[src/rtl/zuc_fsm.sv]
// ---------------------------------------------------------------------------
// zuc_fsm -- ZUC nonlinear function F (memory cells R1/R2, W generation).
//
// Sits directly downstream of the bit-reorganisation/LFSR stage. For every
// accepted word triple (x0, x1, x2) it emits W = (X0 ^ R1) + R2 one cycle
// later, and advances R1/R2 through the L1/L2 linear maps and the ZUC S-box
// layer (S0/S1/S0/S1 per 32-bit word, two words -> 8 S-box instances).
//
// Optional feature, macro ZUC_FSM_PIPE_EN:
//   undefined : single-cycle R1/R2 update, in_rdy tied 1 (1 triple/cycle).
//   defined   : L1/L2 results registered before the S-boxes; IDLE/UPD FSM,
//               in_rdy low during UPD (1 triple per 2 cycles). W timing and
//               W values are identical to the default build.
//
// Ports:
//   clk      in   1  system clock, rising edge
//   rst_n    in   1  asynchronous active-low reset
//   clr      in   1  synchronous clear of R1/R2 to RST_R1/RST_R2, drops triple
//   in_vld   in   1  x0/x1/x2 valid
//   in_rdy   out  1  block can accept this cycle
//   x0..x2   in  32  bit-reorganisation words X0, X1, X2
//   w_out    out 32  W computed from R1/R2 before update (holds when idle)
//   w_vld    out  1  one-cycle pulse per accepted triple
//   r1_o     out 32  current R1 (debug)
//   r2_o     out 32  current R2 (debug)
// ---------------------------------------------------------------------------

// ZUC S-box S0: pure table lookup.
module zuc_s0 (
  input  logic [7:0] a_i,
  output logic [7:0] y_o
);
  localparam logic [0:255][7:0] TAB = {
    8'h3e,8'h72,8'h5b,8'h47,8'hca,8'he0,8'h00,8'h33,8'h04,8'hd1,8'h54,8'h98,8'h09,8'hb9,8'h6d,8'hcb,
    8'h7b,8'h1b,8'hf9,8'h32,8'haf,8'h9d,8'h6a,8'ha5,8'hb8,8'h2d,8'hfc,8'h1d,8'h08,8'h53,8'h03,8'h90,
    8'h4d,8'h4e,8'h84,8'h99,8'he4,8'hce,8'hd9,8'h91,8'hdd,8'hb6,8'h85,8'h48,8'h8b,8'h29,8'h6e,8'hac,
    8'hcd,8'hc1,8'hf8,8'h1e,8'h73,8'h43,8'h69,8'hc6,8'hb5,8'hbd,8'hfd,8'h39,8'h63,8'h20,8'hd4,8'h38,
    8'h76,8'h7d,8'hb2,8'ha7,8'hcf,8'hed,8'h57,8'hc5,8'hf3,8'h2c,8'hbb,8'h14,8'h21,8'h06,8'h55,8'h9b,
    8'he3,8'hef,8'h5e,8'h31,8'h4f,8'h7f,8'h5a,8'ha4,8'h0d,8'h82,8'h51,8'h49,8'h5f,8'hba,8'h58,8'h1c,
    8'h4a,8'h16,8'hd5,8'h17,8'ha8,8'h92,8'h24,8'h1f,8'h8c,8'hff,8'hd8,8'hae,8'h2e,8'h01,8'hd3,8'had,
    8'h3b,8'h4b,8'hda,8'h46,8'heb,8'hc9,8'hde,8'h9a,8'h8f,8'h87,8'hd7,8'h3a,8'h80,8'h6f,8'h2f,8'hc8,
    8'hb1,8'hb4,8'h37,8'hf7,8'h0a,8'h22,8'h13,8'h28,8'h7c,8'hcc,8'h3c,8'h89,8'hc7,8'hc3,8'h96,8'h56,
    8'h07,8'hbf,8'h7e,8'hf0,8'h0b,8'h2b,8'h97,8'h52,8'h35,8'h41,8'h79,8'h61,8'ha6,8'h4c,8'h10,8'hfe,
    8'hbc,8'h26,8'h95,8'h88,8'h8a,8'hb0,8'ha3,8'hfb,8'hc0,8'h18,8'h94,8'hf2,8'he1,8'he5,8'he9,8'h5d,
    8'hd0,8'hdc,8'h11,8'h66,8'h64,8'h5c,8'hec,8'h59,8'h42,8'h75,8'h12,8'hf5,8'h74,8'h9c,8'haa,8'h23,
    8'h0e,8'h86,8'hab,8'hbe,8'h2a,8'h02,8'he7,8'h67,8'he6,8'h44,8'ha2,8'h6c,8'hc2,8'h93,8'h9f,8'hf1,
    8'hf6,8'hfa,8'h36,8'hd2,8'h50,8'h68,8'h9e,8'h62,8'h71,8'h15,8'h3d,8'hd6,8'h40,8'hc4,8'he2,8'h0f,
    8'h8e,8'h83,8'h77,8'h6b,8'h25,8'h05,8'h3f,8'h0c,8'h30,8'hea,8'h70,8'hb7,8'ha1,8'he8,8'ha9,8'h65,
    8'h8d,8'h27,8'h1a,8'hdb,8'h81,8'hb3,8'ha0,8'hf4,8'h45,8'h7a,8'h19,8'hdf,8'hee,8'h78,8'h34,8'h60
  };
  assign y_o = TAB[a_i];
endmodule

// ZUC S-box S1: pure table lookup.
module zuc_s1 (
  input  logic [7:0] a_i,
  output logic [7:0] y_o
);
  localparam logic [0:255][7:0] TAB = {
    8'h55,8'hc2,8'h63,8'h71,8'h3b,8'hc8,8'h47,8'h86,8'h9f,8'h3c,8'hda,8'h5b,8'h29,8'haa,8'hfd,8'h77,
    8'h8c,8'hc5,8'h94,8'h0c,8'ha6,8'h1a,8'h13,8'h00,8'he3,8'ha8,8'h16,8'h72,8'h40,8'hf9,8'hf8,8'h42,
    8'h44,8'h26,8'h68,8'h96,8'h81,8'hd9,8'h45,8'h3e,8'h10,8'h76,8'hc6,8'ha7,8'h8b,8'h39,8'h43,8'he1,
    8'h3a,8'hb5,8'h56,8'h2a,8'hc0,8'h6d,8'hb3,8'h05,8'h22,8'h66,8'hbf,8'hdc,8'h0b,8'hfa,8'h62,8'h48,
    8'hdd,8'h20,8'h11,8'h06,8'h36,8'hc9,8'hc1,8'hcf,8'hf6,8'h27,8'h52,8'hbb,8'h69,8'hf5,8'hd4,8'h87,
    8'h7f,8'h84,8'h4c,8'hd2,8'h9c,8'h57,8'ha4,8'hbc,8'h4f,8'h9a,8'hdf,8'hfe,8'hd6,8'h8d,8'h7a,8'heb,
    8'h2b,8'h53,8'hd8,8'h5c,8'ha1,8'h14,8'h17,8'hfb,8'h23,8'hd5,8'h7d,8'h30,8'h67,8'h73,8'h08,8'h09,
    8'hee,8'hb7,8'h70,8'h3f,8'h61,8'hb2,8'h19,8'h8e,8'h4e,8'he5,8'h4b,8'h93,8'h8f,8'h5d,8'hdb,8'ha9,
    8'had,8'hf1,8'hae,8'h2e,8'hcb,8'h0d,8'hfc,8'hf4,8'h2d,8'h46,8'h6e,8'h1d,8'h97,8'he8,8'hd1,8'he9,
    8'h4d,8'h37,8'ha5,8'h75,8'h5e,8'h83,8'h9e,8'hab,8'h82,8'h9d,8'hb9,8'h1c,8'he0,8'hcd,8'h49,8'h89,
    8'h01,8'hb6,8'hbd,8'h58,8'h24,8'ha2,8'h5f,8'h38,8'h78,8'h99,8'h15,8'h90,8'h50,8'hb8,8'h95,8'he4,
    8'hd0,8'h91,8'hc7,8'hce,8'hed,8'h0f,8'hb4,8'h6f,8'ha0,8'hcc,8'hf0,8'h02,8'h4a,8'h79,8'hc3,8'hde,
    8'ha3,8'hef,8'hea,8'h51,8'he6,8'h6b,8'h18,8'hec,8'h1b,8'h2c,8'h80,8'hf7,8'h74,8'he7,8'hff,8'h21,
    8'h5a,8'h6a,8'h54,8'h1e,8'h41,8'h31,8'h92,8'h35,8'hc4,8'h33,8'h07,8'h0a,8'hba,8'h7e,8'h0e,8'h34,
    8'h88,8'hb1,8'h98,8'h7c,8'hf3,8'h3d,8'h60,8'h6c,8'h7b,8'hca,8'hd3,8'h1f,8'h32,8'h65,8'h04,8'h28,
    8'h64,8'hbe,8'h85,8'h9b,8'h2f,8'h59,8'h8a,8'hd7,8'hb0,8'h25,8'hac,8'haf,8'h12,8'h03,8'he2,8'hf2
  };
  assign y_o = TAB[a_i];
endmodule

// 32-bit S-box layer: bytes [31:24],[15:8] through S0; [23:16],[7:0] through S1.
module zuc_sbox32 (
  input  logic [31:0] a_i,
  output logic [31:0] y_o
);
  zuc_s0 u_s0_hi (.a_i(a_i[31:24]), .y_o(y_o[31:24]));
  zuc_s1 u_s1_hi (.a_i(a_i[23:16]), .y_o(y_o[23:16]));
  zuc_s0 u_s0_lo (.a_i(a_i[15:8]),  .y_o(y_o[15:8]));
  zuc_s1 u_s1_lo (.a_i(a_i[7:0]),   .y_o(y_o[7:0]));
endmodule

module zuc_fsm #(
  parameter logic [31:0] RST_R1 = 32'h0000_0000,
  parameter logic [31:0] RST_R2 = 32'h0000_0000
) (
  input  logic        clk,
  input  logic        rst_n,
  input  logic        clr,
  input  logic        in_vld,
  output logic        in_rdy,
  input  logic [31:0] x0,
  input  logic [31:0] x1,
  input  logic [31:0] x2,
  output logic [31:0] w_out,
  output logic        w_vld,
  output logic [31:0] r1_o,
  output logic [31:0] r2_o
);

  function automatic logic [31:0] rotl(input logic [31:0] x, input int unsigned n);
    return (x << n) | (x >> (32 - n));
  endfunction

  function automatic logic [31:0] lin1(input logic [31:0] x);
    return x ^ rotl(x, 2) ^ rotl(x, 10) ^ rotl(x, 18) ^ rotl(x, 24);
  endfunction

  function automatic logic [31:0] lin2(input logic [31:0] x);
    return x ^ rotl(x, 8) ^ rotl(x, 14) ^ rotl(x, 22) ^ rotl(x, 30);
  endfunction

  logic [31:0] r1_q, r2_q;
  logic [31:0] w_q;
  logic        w_vld_q;

  logic [31:0] w1, w2, w_d;
  logic [31:0] l1_d, l2_d;
  logic [31:0] sb1_in, sb2_in;
  logic [31:0] r1_d, r2_d;
  logic        accept;

  // Combinational datapath; all sums wrap mod 2^32 by width truncation.
  // NOTE: always_comb assigns every output on every path, so no latches are inferred.
  always_comb begin
    w1   = r1_q + x1;
    w2   = r2_q ^ x2;
    w_d  = (x0 ^ r1_q) + r2_q;
    l1_d = lin1({w1[15:0], w2[31:16]});
    l2_d = lin2({w2[15:0], w1[31:16]});
  end

  zuc_sbox32 u_sbox_r1 (.a_i(sb1_in), .y_o(r1_d));
  zuc_sbox32 u_sbox_r2 (.a_i(sb2_in), .y_o(r2_d));

  assign accept = in_vld & in_rdy;

`ifdef ZUC_FSM_PIPE_EN

  typedef enum logic {ST_IDLE, ST_UPD} state_e;

  state_e      state_q;
  logic        in_rdy_q;
  logic [31:0] l1_q, l2_q;

  // S-boxes are fed from the L1/L2 register stage.
  assign sb1_in = l1_q;
  assign sb2_in = l2_q;

  // NOTE: sequential state uses non-blocking assignments so every register samples pre-edge values.
  always_ff @(posedge clk or negedge rst_n) begin
    if (!rst_n) begin
      state_q  <= ST_IDLE;
      in_rdy_q <= 1'b1;
      r1_q     <= RST_R1;
      r2_q     <= RST_R2;
      l1_q     <= '0;
      l2_q     <= '0;
      w_q      <= '0;
      w_vld_q  <= 1'b0;
    end else begin
      w_vld_q <= 1'b0;
      if (clr) begin
        // Abort anything in flight; the triple on the bus is dropped.
        state_q  <= ST_IDLE;
        in_rdy_q <= 1'b1;
        r1_q     <= RST_R1;
        r2_q     <= RST_R2;
      end else begin
        case (state_q)
          ST_IDLE: begin
            if (accept) begin
              l1_q     <= l1_d;
              l2_q     <= l2_d;
              w_q      <= w_d;
              w_vld_q  <= 1'b1;
              state_q  <= ST_UPD;
              in_rdy_q <= 1'b0;
            end
          end
          ST_UPD: begin
            r1_q     <= r1_d;
            r2_q     <= r2_d;
            state_q  <= ST_IDLE;
            in_rdy_q <= 1'b1;
          end
          default: begin
            state_q  <= ST_IDLE;
            in_rdy_q <= 1'b1;
          end
        endcase
      end
    end
  end

  assign in_rdy = in_rdy_q;

`else

  // S-boxes are fed straight from L1/L2; update completes on the accept edge.
  assign sb1_in = l1_d;
  assign sb2_in = l2_d;

  // NOTE: sequential state uses non-blocking assignments so every register samples pre-edge values.
  always_ff @(posedge clk or negedge rst_n) begin
    if (!rst_n) begin
      r1_q    <= RST_R1;
      r2_q    <= RST_R2;
      w_q     <= '0;
      w_vld_q <= 1'b0;
    end else if (clr) begin
      r1_q    <= RST_R1;
      r2_q    <= RST_R2;
      w_vld_q <= 1'b0;
    end else if (accept) begin
      r1_q    <= r1_d;
      r2_q    <= r2_d;
      w_q     <= w_d;
      w_vld_q <= 1'b1;
    end else begin
      w_vld_q <= 1'b0;
    end
  end

  assign in_rdy = 1'b1;

`endif

  assign w_out = w_q;
  assign w_vld = w_vld_q;
  assign r1_o  = r1_q;
  assign r2_o  = r2_q;

endmodule

[config.mk]
export PLATFORM = sky130hd
export DESIGN_NAME = zuc_fsm
export DESIGN_NICKNAME = d
export VERILOG_FILES = /design/src/rtl/zuc_fsm.sv
export SDC_FILE = /design/constraint.sdc
export NUM_CORES = 2
export LEC_CHECK = 0
export ABC_AREA = 1
export BUFFER_PORTS_ARGS = -buffer_cell sky130_fd_sc_hd__buf_2
export CELL_PAD_IN_SITES_DETAIL_PLACEMENT = 1
export CELL_PAD_IN_SITES_GLOBAL_PLACEMENT = 1
export CORE_UTILIZATION = 29
export DETAILED_ROUTE_END_ITERATION = 10
export PLACE_DENSITY = 0.66
export SLEW_MARGIN = 20
export SYNTH_ARGS = -nofsm -noshare
export SYNTH_HDL_FRONTEND = slang
export SYNTH_SLANG_ARGS = --single-unit
[constraint.sdc]
create_clock -name clk -period 9.45 [get_ports clk]
set_clock_uncertainty 0.2 [all_clocks]
set_input_delay 0.945 -clock clk [delete_from_list [all_inputs] [get_ports clk]]
set_output_delay 0.945 -clock clk [all_outputs]
set_load 0.05 [all_outputs]
-- Yosys cells after proc, flatten, opt, wreduce, memory -nomap -nowiden
Memories as Yosys holds them, arrays and structs flattened.
Index checks and enable logic that the tools add are counted.
- ROM bits: 16384
- word-level logic and storage cells: 73
- output and inout port bits: 98
- register bits: 97
- memories: 8
- input bits: 100
- order comparisons: 8
- multiplexer cells: 22
- bitwise operators: 27
- $add $sub $neg: 2
- reduce and logical (&&, ||, !) cells: 2
- memories (memory ; words ; width ; rd ports ; clocked after Yosys merged registers in ; wr ports ; RTL line ; text):
    (name not given) ; 256 ; 8 ; 1 ; 0 ; 0 ; 51 ; assign y_o = TAB[a_i];
    (name not given) ; 256 ; 8 ; 1 ; 0 ; 0 ; 77 ; assign y_o = TAB[a_i];
    (name not given) ; 256 ; 8 ; 1 ; 0 ; 0 ; 51 ;
    (name not given) ; 256 ; 8 ; 1 ; 0 ; 0 ; 77 ;
    (name not given) ; 256 ; 8 ; 1 ; 0 ; 0 ; 51 ;
    (name not given) ; 256 ; 8 ; 1 ; 0 ; 0 ; 77 ;
    +2 memories ; -- ; -- ; -- ; -- ; -- ; -- ;
- operators by type and width (cell ; number):
    32-bit XOR ; 10
    32-bit two-way mux ; 4
    8-bit two-way mux ; 16
    9-bit greater-or-equal comparator, second input constant ; 8
    8-bit inverter with 9-bit output ; 8
    32-bit adder ; 2
    32-bit by 10-bit bitwise OR with 32-bit output ; 1
    32-bit by 14-bit bitwise OR with 32-bit output ; 1
    32-bit by 18-bit bitwise OR with 32-bit output ; 1
    32-bit by 2-bit bitwise OR with 32-bit output ; 1
    32-bit by 22-bit bitwise OR with 32-bit output ; 1
    32-bit by 24-bit bitwise OR with 32-bit output ; 1
    32-bit by 30-bit bitwise OR with 32-bit output ; 1
    32-bit by 8-bit bitwise OR with 32-bit output ; 1
    1-bit two-way mux ; 2
    2-bit AND reduction ; 1
    2-bit nonzero test ; 1
    1-bit inverter ; 1

-- Logic depth before layout (Yosys ltp)
- word-level depth: 12
- depth in mapped cells: 33
- depth with buffers taken out: 32

-- Modules after synthesis
Synthesis repeated with hierarchy kept, for this count alone.
- cell total of the unflattened synthesis: 6990
- area, all modules: 34917.2 um^2
- by module, submodules not included (module ; times used ; seq. area each (um^2) ; cells each ; area an instance (um^2)):
    zuc_s1 ; 4 ; 0.0 ; 678 ; 3125.5
    zuc_s0 ; 4 ; 0.0 ; 643 ; 2886.5
    zuc_fsm ; 1 ; 2427.3 ; 1706 ; 10869.2

-- Worst setup path before layout
OpenSTA, ideal clock, no wires.
- path kind: input-to-reg
- start point: input x1[0]
- end point: register r1_q[24], in the netlist r1_o[24]
- arrival: 4.274 ns
- path buffers: 0
- stages on the path: 23
- data required time: 9.132 ns
- path slack: 4.857 ns
- library setup time: 0.118 ns
- path through: ha_1 -> fa_1 -> nand3_1 -> nand3_2 -> nand2_1 -> nand2_1 -> xnor2_4 -> xor2_1 -> xor2_1 -> ha_1 -> inv_1 -> nand2_1 -> nand2_1 -> inv_1 -> nand2_1 -> nand2_1 -> nand2_1 -> nand2_1 -> nand2_1 -> nand3_1 -> nand3_1 -> nand3_1 -> nand2_1
- longest elaborated chain between the ends: 12
- elaborated cells on any way between the ends: 13
- classes of those cells: add/sub: 1; mux: 4; bitwise: 7; memory: 1
- ends and longest elaborated chain (element ; RTL line ; text):
    start: declaration ; 101 ; input logic [31:0] x1,
    32-bit adder * ; 134 ; w1 = r1_q + x1;
    32-bit by 2-bit bitwise OR with 32-bit output ; 110 ; return (x << n) | (x >> (32 - n));
    32-bit XOR ; 114 ; return x ^ rotl(x, 2) ^ rotl(x, 10) ^ rotl(x, 18) ^ rotl(x, 24);
    32-bit XOR * (3 in series) ; 114 ;
    8-bit inverter with 9-bit output (not written as such) * ; 51 ;
    memory read 256 x 8 bit * ; -- ;
    8-bit two-way mux (not written as such) * (2 in series) ; 51 ;
    32-bit two-way mux * ; 223 ; end else if (accept) begin
    32-bit two-way mux * ; 219 ; end else if (clr) begin
    end signal: assignment ; 224 ; r1_q <= r1_d;
    end: declaration ; 121 ; logic [31:0] r1_q, r2_q;
Every way passes the cells marked *; elsewhere a longest branch is shown, timed or not. The select of a mux whose other input is x is not followed.
A chain may end at the register's enable or synchronous reset.

-- Worst setup path in the final report
- start point: register r1_q[0], in the netlist r1_o[0]
- end point: register r2_q[22], in the netlist r2_o[22]
- longest elaborated chain between the ends: 12
- elaborated cells on any way between the ends: 14
- classes of those cells: add/sub: 1; mux: 4; bitwise: 8; memory: 1
- ends and longest elaborated chain (element ; RTL line ; text):
    32-bit adder * ; 134 ;
    32-bit by 8-bit bitwise OR with 32-bit output ; 110 ;
    32-bit XOR (2 in series) ; 118 ; return x ^ rotl(x, 8) ^ rotl(x, 14) ^ rotl(x, 22) ^ rotl(x, 30);
    32-bit XOR * (2 in series) ; 118 ;
    8-bit inverter with 9-bit output (not written as such) * ; 77 ;
    memory read 256 x 8 bit * ; -- ;
    8-bit two-way mux (not written as such) * (2 in series) ; 77 ;
    32-bit two-way mux * ; 223 ;
    32-bit two-way mux * ; 219 ;
    end signal: assignment ; 225 ; r2_q <= r2_d;
    end: declaration ; 121 ;
Marks and branches as above.

==> summary.txt <==
Route
  • Routed via count: 47,500
  • Routed WL: 215,000 um
  • Routed len/inst: 27.4 um
  • Via/cell ratio: 6.05
  • Post-route DRC: 0
  • Remaining antenna violation count after routing: 0
  • Pre-antenna DRT Iters: 6
  • Initial DRC Count: 6,662

Floorplan
  • Initial Util: 29.3%
  • Die height: 340 um
  • Number of I/O pins: 198
  • FP Rows: 123
  • CORE AREA: 0.113 mm^2
  • Die X: 340 um
  • Die Area: 0.115 mm^2

Finish
  • Non-filler cells, final: 7,844
  • Area Overhead vs Synth: 7.51%
  • Layout cells sized above 1: 6.75%
  • FILL cells: 15,700
  • Final nets: 6,610
  • Commonest cells after routing, fill and taps aside: 2,156 x nand2_1, 1,548 x nand3_1, 559 x inv_1
  • Commonest non-fill, non-tap cell in the layout: nand2_1

Logic synthesis
  • Number of synthesized flops with an enable pin: 0
  • Main synth FF type: dfrtp_1
  • Mean Syn Cell Area: 5.19 um^2
  • Sequential fraction of the synthesis area: 7.35%
  • Synth Instances: 6,372
  • Syn Nets: 6,647
  • FFs w/ async S/R, synth: 100%
  • Yosys cell types: 50
  • Syn. warnings: 0
  • Synth Register Bits: 97
  • Mapped cell area: 0.0330 mm^2

STA
  • Post-Route Setup TNS: 0 ns
  • FMAX: 0.159 GHz
  • Headroom to the max-slew limit: 22.3%
  • Hold Slack: 0.278 ns
  • # setup viols final: 0
  • Hold Vio Cnt, Final: 0
  • Final worst slack: 3.15 ns
  • Tcrit/Tclk final: 66.7%
  • Max-slew violations: 0
  • Worst-margin pin slew: 1.16 ns
  • RSZ-0062 raised after global routing: false
  • Crit path time final: 6.30 ns

Global routing
  • First-pass GRT wire length: 311,000 um
  • Initial antenna violation count: 12
  • Total Routing Usage GR: 35.6%
  • Vias in the first global route: 45,400
  • Largest net degree at the start of global routing: 67
  • Grt total ovfl: 0

Flow run
  • Maxcap violations: 0

Setup path
  • Startpoint types: flop
  • Worst Path Arrival: 6.42 ns
  • CP max FO: 16
  • Crit path kind: flop to flop
  • CP endpoint kind: flop
  • Required @ worst endpoint: 9.57 ns

Run status
  • Status: finished, final reports clean

Placement
  • DP Wirelength: 163,000 um
  • Dpl cells: 7,824
  • Port Buf Inserts: 196
  • Pre-CTS setup slack: 2.94 ns
  • Final GP Congestion: 1.06

Clock tree
  • Depth of the CTS H-tree: 3
  • Clock transition at path regs: 0.10 ns
  • CTS Sinks: 97
  • # Post-CTS Setup Buffers: 0
  • Clock Latency Late Sink: 0.43 ns
  • CTS tree: yes
  • Num CTS Buffers: 9
  • CTS resizes: 0
  • Hold buffers post-CTS: 0
  • Clk buf depth: 2
  • Clock Root Buffer: clkbuf_16

Min path
  • Min-delay worst type: flop to flop
==> cell families after synthesis <==
kind of cell	count (synthesis)	share of synthesized area [%]
adder cells (fa/ha/maj)	175	6.67
AO/OA/AOI/OAI	759	13.0
buffers and inverters	910	11.4
other	1	0.0113
flip-flops	97	7.35
XOR/XNOR	236	6.82
AND/OR/NAND/NOR	4194	54.8
==> path summary, 6_finish.rpt <==
path / depth (start not counted) / from / slack [ns] / end
max: 26 / r1_o[0] / 3.15 / r2_o[22]
min: 2 / w_out[0] / 0.28 / w_out[0]
max reg2reg: 26 / r1_o[0] / 3.15 / r2_o[22]
min reg2reg: 2 / w_out[0] / 0.28 / w_out[0]
max in group asynchronous: 2 / rst_n / 7.26 / r1_o[30]
min in group asynchronous: 1 / rst_n / 0.38 / r1_o[16]
==> cells in the mapped netlist (all sizes together), types with 15 or more instances <==
library cell	instances	area share, %
nor2	343	4.0
a31oi	40	0.76
xnor2	85	2.4
buf	206	3.4
nand3b	15	0.34
nand4	40	0.76
xor2	151	4.4
dfrtp	97	7.3
nor3	18	0.27
a21oi	237	3.6
inv	582	6.6
nand2	2203	25
clkbuf	116	1.3
nand3	1555	24
o211ai	118	2.7
o21ai	304	4.6
ha	173	6.6
==> flip-flops by register name (all words and copies together), names as in the netlist <==
name,flops
w_vld,1
r2_o,32
w_out,32
r1_o,32
==> through the flow <==
stage               instance area (um^2)  utilization, %
finish                             35500            31.5
global route                       35500            31.5
CTS                                35500            31.5
detailed placement                 35200            31.3
global placement                   35200            31.3
floorplan                          33000               -
==> metal layers <==
metal | part of all wire, % | vias to the layer above | track usage [%]
met1 | 43 | 23000 | 49.7
met2 | 42 | 2941 | 52.5
met4 | 3.9 | 10 | 12.5
met3 | 11 | 437 | 9.04
li1 | - | 21000 | -
met5 | 0.029 | - | 0
==> worst max-delay path, cell delays in order (launching register included) <==
cell     delay [ns]
dfrtp_1        0.59
ha_1           0.36
fa_1           0.44
nand3_1        0.11
nand3_2        0.18
nand2_1        0.15
nand2_1        0.15
nand2_1        0.12
nand4_1        0.15
nand2_1        0.21
nand2_1        0.10
nand2_1        0.22
nand2_1        0.09
nand2_1        0.62
inv_1          0.49
ha_1           0.51
inv_1          0.13
nand2_1        0.39
inv_1          0.12
nor2_1         0.24
nor2_1         0.08
nor2_1         0.09
nand2_1        0.06
nand3_1        0.08
nand3_1        0.13
nand3_1        0.13
nand2_1        0.06
==> final cells by class <==
type | count | area (um^2) | share of cell area, %
Timing Repair Buffer | 274 | 1570 | 4.42
Tap cell | 1500 | 1880 | 5.28
Inverter | 588 | 2210 | 6.21
Sequential cell | 97 | 2430 | 6.83
Clock buffer | 10 | 239 | 0.673
Antenna cell | 4 | 10.0 | 0.0282
Multi-Input combinational cell | 5365 | 27100 | 76.4
Clock inverter | 6 | 62.6 | 0.176
Power is left out: the tool's default activity adds up to more than one toggle a clock period on the data nets, which glitch-free logic cannot reach.
